`config.mk`:
```
export PLATFORM = sky130hd
export DESIGN_NAME = uart_rx_core
export DESIGN_NICKNAME = d
export VERILOG_FILES = /design/src/rtl/uart_chk_pkg.sv /design/src/rtl/uart_rx_core.sv
export SDC_FILE = /design/constraint.sdc
export NUM_CORES = 1
export LEC_CHECK = 0
export CORE_MARGIN = 10
export CORE_UTILIZATION = 45
export CTS_CLUSTER_DIAMETER = 150
export DETAILED_ROUTE_END_ITERATION = 10
export PLACE_DENSITY = 0.73
export SYNTH_ARGS = -nofsm -noshare
export SYNTH_HDL_FRONTEND = slang
export SYNTH_SLANG_ARGS = --single-unit
```
`constraint.sdc`:
```
create_clock -name clk -period 2.37 [get_ports clk]
set_input_delay 0.474 -clock clk [delete_from_list [all_inputs] [get_ports clk]]
set_output_delay 0.474 -clock clk [all_outputs]
set_load 0.02 [all_outputs]
```
`src/rtl/uart_chk_pkg.sv`:
```
// Shared types and defaults for the UART console line checker.
package uart_chk_pkg;

   typedef enum logic [2:0] {
      RX_IDLE,
      RX_START,
      RX_DATA,
      RX_STOP
   } rx_state_t;

   localparam int         CLK_DIV_DEF   = 16;
   localparam int         DATA_BITS_DEF = 8;
   localparam logic [7:0] TERM_CHAR_DEF = 8'h0A;

endpackage

```
`src/rtl/uart_rx_core.sv`:
```
// UART receiver: 2-flop synchroniser, start/data/stop FSM with a baud divider.
// Emits one-cycle rx_valid_o for good frames and stop_err_o for a low stop bit.
module uart_rx_core
   import uart_chk_pkg::*;
#(
   parameter int CLK_DIV   = CLK_DIV_DEF,
   parameter int DATA_BITS = DATA_BITS_DEF
) (
   input  logic       clk,
   input  logic       rst_ni,
   input  logic       serial_rx_i,
   input  logic       enable_i,
   output logic       rx_valid_o,
   output logic [7:0] rx_data_o,
   output logic       stop_err_o,
   output rx_state_t  state_o
);

   localparam int DIV_W = $clog2(CLK_DIV);
   localparam int BIT_W = $clog2(DATA_BITS + 1);
   localparam logic [DIV_W-1:0] HALF_LAST = DIV_W'(CLK_DIV / 2 - 1);
   localparam logic [DIV_W-1:0] FULL_LAST = DIV_W'(CLK_DIV - 1);
   localparam logic [BIT_W-1:0] LAST_BIT  = BIT_W'(DATA_BITS - 1);

   logic                 sync1_q, sync2_q, prev_q;
   logic                 fall;
   rx_state_t            state_q, state_d;
   logic [DIV_W-1:0]     div_q, div_d;
   logic [BIT_W-1:0]     bit_q, bit_d;
   logic [DATA_BITS-1:0] shift_q, shift_d;
   logic                 valid_q, valid_d;
   logic [7:0]           data_q, data_d;
   logic                 err_q, err_d;

   // Idle-high line: synchroniser and edge history reset to 1 so reset release is no edge.
   always_ff @(posedge clk or negedge rst_ni) begin
      if (!rst_ni) begin
         sync1_q <= 1'b1;
         sync2_q <= 1'b1;
         prev_q  <= 1'b1;
      end else begin
         sync1_q <= serial_rx_i;
         sync2_q <= sync1_q;
         prev_q  <= sync2_q;
      end
   end

   assign fall = prev_q & ~sync2_q;

   always_comb begin
      state_d = state_q;
      div_d   = div_q + 1'b1;
      bit_d   = bit_q;
      shift_d = shift_q;
      valid_d = 1'b0;
      data_d  = data_q;
      err_d   = 1'b0;
      case (state_q)
         RX_IDLE: begin
            div_d = '0;
            bit_d = '0;
            if (fall) state_d = RX_START;
         end
         RX_START: begin
            if (div_q == HALF_LAST) begin
               div_d   = '0;
               state_d = sync2_q ? RX_IDLE : RX_DATA;
            end
         end
         RX_DATA: begin
            if (div_q == FULL_LAST) begin
               div_d   = '0;
               shift_d = {sync2_q, shift_q[DATA_BITS-1:1]};
               bit_d   = bit_q + 1'b1;
               if (bit_q == LAST_BIT) state_d = RX_STOP;
            end
         end
         RX_STOP: begin
            // Leave at mid-stop so a start bit straight after the stop bit is caught.
            if (div_q == FULL_LAST) begin
               state_d = RX_IDLE;
               if (sync2_q) begin
                  valid_d = 1'b1;
                  data_d  = 8'(shift_q);
               end else begin
                  err_d = 1'b1;
               end
            end
         end
         default: state_d = RX_IDLE;
      endcase
      if (!enable_i) begin
         state_d = RX_IDLE;
         valid_d = 1'b0;
         err_d   = 1'b0;
      end
   end

   always_ff @(posedge clk or negedge rst_ni) begin
      if (!rst_ni) begin
         state_q <= RX_IDLE;
         div_q   <= '0;
         bit_q   <= '0;
         shift_q <= '0;
         valid_q <= 1'b0;
         data_q  <= '0;
         err_q   <= 1'b0;
      end else begin
         state_q <= state_d;
         div_q   <= div_d;
         bit_q   <= bit_d;
         shift_q <= shift_d;
         valid_q <= valid_d;
         data_q  <= data_d;
         err_q   <= err_d;
      end
   end

   assign rx_valid_o = valid_q;
   assign rx_data_o  = data_q;
   assign stop_err_o = err_q;
   assign state_o    = state_q;

endmodule

```
==> impl_metrics.csv <==
group,metric,value,unit
status,status,"completed",
yosys,ys_ff_latch,31,
detailed_routing,drt_iter0_markers,34,
timing,fin_tns_setup,0,ns
yosys,yosysSeqAreaShare,0.595,
placed_design,dp_hpwl,1.65,mm
yosys,synth-async-reset-ratio,1.00,
detailed_routing,routed_wl,2.34,mm
pwr,sw_frac_of_total,0.306,
cells_and_area,mostFrequentLayoutCell,"dfrtp_1",
cells_and_area,fillers,240,
clock_network,cts-resized-gates,0,
timing,max_freq,505,MHz
cells_and_area,area_growth,18.0,%
yosys,syn_avg_cell_area,12.5,um^2
yosys,synth.distinct_cells,34,
pwr,internal_power,755,uW
yosys,synth.area.mux_share,0.160,
setup_path,crit_chain,"clkdlybuf4s50_1",
clock_network,hold_buffers,0,
pwr,switchingPower,333,uW
grt,grt_pass1_vias,799,
detailed_routing,wire_per_inst,14.9,um
setup_path,slowest_delay,0.66,ns
detailed_routing,drcViolationCount,0,
cells_and_area,final_core_util,0.556,
grt,grt_use_total,0.0939,
cells_and_area,drive_gt1_frac,0.294,
clock_network,htreeDepth,2,
timing,setup_viol,0,
timing,period_share,0.836,
detailed_routing,via_per_inst,5.25,
cells_and_area,diodes,0,
setup_path,cp_max_fo,9,
grt,grt_max_degree,32,
hold_path,hold_class,"flip-flop to flip-flop",
pwr,powerDensity,704,nW/um^2
floorplan,ioPinCount,17,
yosys,synth_edf_count,0,
clock_network,cts_setup_buffers,0,
pwr,leakage,0.000711,uW
timing,hold_viol,0,
clock_network,cts.path.max_buffers,2,
yosys,yosys.area_share.simple,0.139,
clock_network,cts_root_buf,"clkbuf_4",
cells_and_area,most-common-layout-cells,"dfrtp_1 (28), mux2_2 (16), clkdlybuf4s50_1 (15)",
grt,antenna_found_initial,0,
detailed_routing,drt_pass1_iterations,4,
yosys,synthFlopType,"dfrtp_1",
yosys,synth_compound_area_frac,0.0478,
pwr,vdd_drop_max,0.000581,V
yosys,synth.yosys.warnings,0,
yosys,syn_inst,105,
pwr,pwr-share-seq,0.529,
clock_network,clk_latency,0.34,ns
floorplan,core_area,2780,um^2
job,cap_viol_max_count,0,
detailed_routing,ant_nets,0,
setup_path,path_class,"flip-flop to output pin",
cells_and_area,nets,131,
setup_path,slowest_stage,"clkdlybuf4s50_1",
grt,grt.overflow.total,0,
yosys,synth_top_family_by_area,"multiplexers",
floorplan,dieArea,5470,um^2
setup_path,crit_arrival,1.51,ns
clock_network,cts_buffers,5,
clock_network,clkTransAtPathRegs,0.09,ns
setup_path,critPathBufInv,1,
yosys,synth_nets,111,
grt,grt_pass1_wl,3.91,mm
yosys,synth-xor-area-share,0.0134,
floorplan,rows,19,
timing,rsz0062_at_grt,"no",
setup_path,crit_required,1.90,ns
timing,report.final.slew_viol_count,0,
yosys,synth_adder_area_share,0.0191,
setup_path,cp_top_family,"buffers and inverters",
pwr,p_clk_frac,0.266,
setup_path,worst_setup_path_end_kind,"output pin",
clock_network,tritoncts,"built",
yosys,syn_area,1310,um^2
placed_design,io_buffer_count,15,
detailed_routing,vias,824,
floorplan,die_h,74.0,um
clock_network,cts_sinks,31,
timing,finalCriticalPeriod,1.98,ns
timing,clock-skew-final,0.0131,ns
pwr,p_comb_frac,0.206,
setup_path,cp-start-kind,"flip-flop",
placed_design,place_congestion,0.782,
floorplan,die_w,74.0,um
floorplan,start_util,0.471,
==> final cells by class <==
cell class / instances / area, um^2 / area share
tap: 31 / 38.8 / 0.0251
timing repair buffer: 17 / 165 / 0.107
inverter: 2 / 7.51 / 0.00486
clock buffer: 5 / 37.5 / 0.0243
multi-input combinational: 68 / 502 / 0.325
clock inverter: 3 / 15.0 / 0.00972
sequential: 31 / 779 / 0.504
==> state kept, by name, summed over array words and instances (netlist names) <==
name,cells
shift_q,8
sync1_q,1
sync2_q,1
rx_valid_o,1
bit_q,4
stop_err_o,1
div_q,4
state_o,2
rx_data_o,8
prev_q,1
==> power by group through the flow <==
stage          logic [uW]  clock network [uW]  registers (uW)
2_1_floorplan         143                   0             590
3_3_place_gp          212                   0             581
3_5_place_dp          226                   0             586
4_1_cts               227                 301             576
5_1_grt               248                 326             580
6_report              224                 289             576
==> metrics by stage <==
stage | hold slack, ns | cell area [um^2] | cells | total power (uW) | setup WS, ns
floorplan | 0.178 | 1310 | 105 | 734 | 0.814
global placement | 0.348 | 1490 | 149 | 793 | 0.653
detailed placement | 0.349 | 1490 | 149 | 812 | 0.609
CTS | 0.363 | 1550 | 157 | 1100 | 0.368
global route | 0.365 | 1550 | 157 | 1150 | 0.335
finish | 0.362 | 1550 | 157 | 1090 | 0.389
==> per-layer routing <==
layer	global-route usage	wire [um]
met1	0.103	1020
met2	0.146	1120
met3	0.0598	171
met4	0.0311	31
met5	0	0
==> final timing paths <==
check	slack, ns	endpoint	startpoint	cells after the start
worst max-delay path	0.39	state_o[1]	state_o[1]	1
worst min-delay path	0.36	sync2_q	sync1_q	0
worst max register to register	0.58	rx_data_o[6]	div_q[0]	4
worst min register to register	0.36	sync2_q	sync1_q	0
max in group asynchronous	1.53	sync2_q	rst_ni	2
min in group asynchronous	0.52	stop_err_o	rst_ni	2
==> Yosys cell counts, types with 2 or more instances <==
master | number | area share
a21oi_1 | 3 | 0.011
dfrtp_1 | 28 | 0.53
dfstp_2 | 3 | 0.060
ha_1 | 2 | 0.019
mux2_2 | 16 | 0.14
mux2i_1 | 3 | 0.023
nand2_1 | 8 | 0.023
nand3_1 | 2 | 0.0076
nor2_1 | 9 | 0.026
nor3_1 | 2 | 0.0076
o21ai_0 | 6 | 0.023
==> kinds of logic (layout without fill, tap and decap cells) <==
kind of cell | count (synthesis) | after routing
xor gates and xnor gates | 2 | 2
adders and majority gates | 2 | 2
muxes | 19 | 19
DFF | 31 | 31
AOI/OAI and AO/OA | 11 | 11
buffers and inverters | 6 | 27
and+or+nand+nor | 33 | 33
other | 1 | 1
No activity file was read; power rests on OpenSTA's default activity.
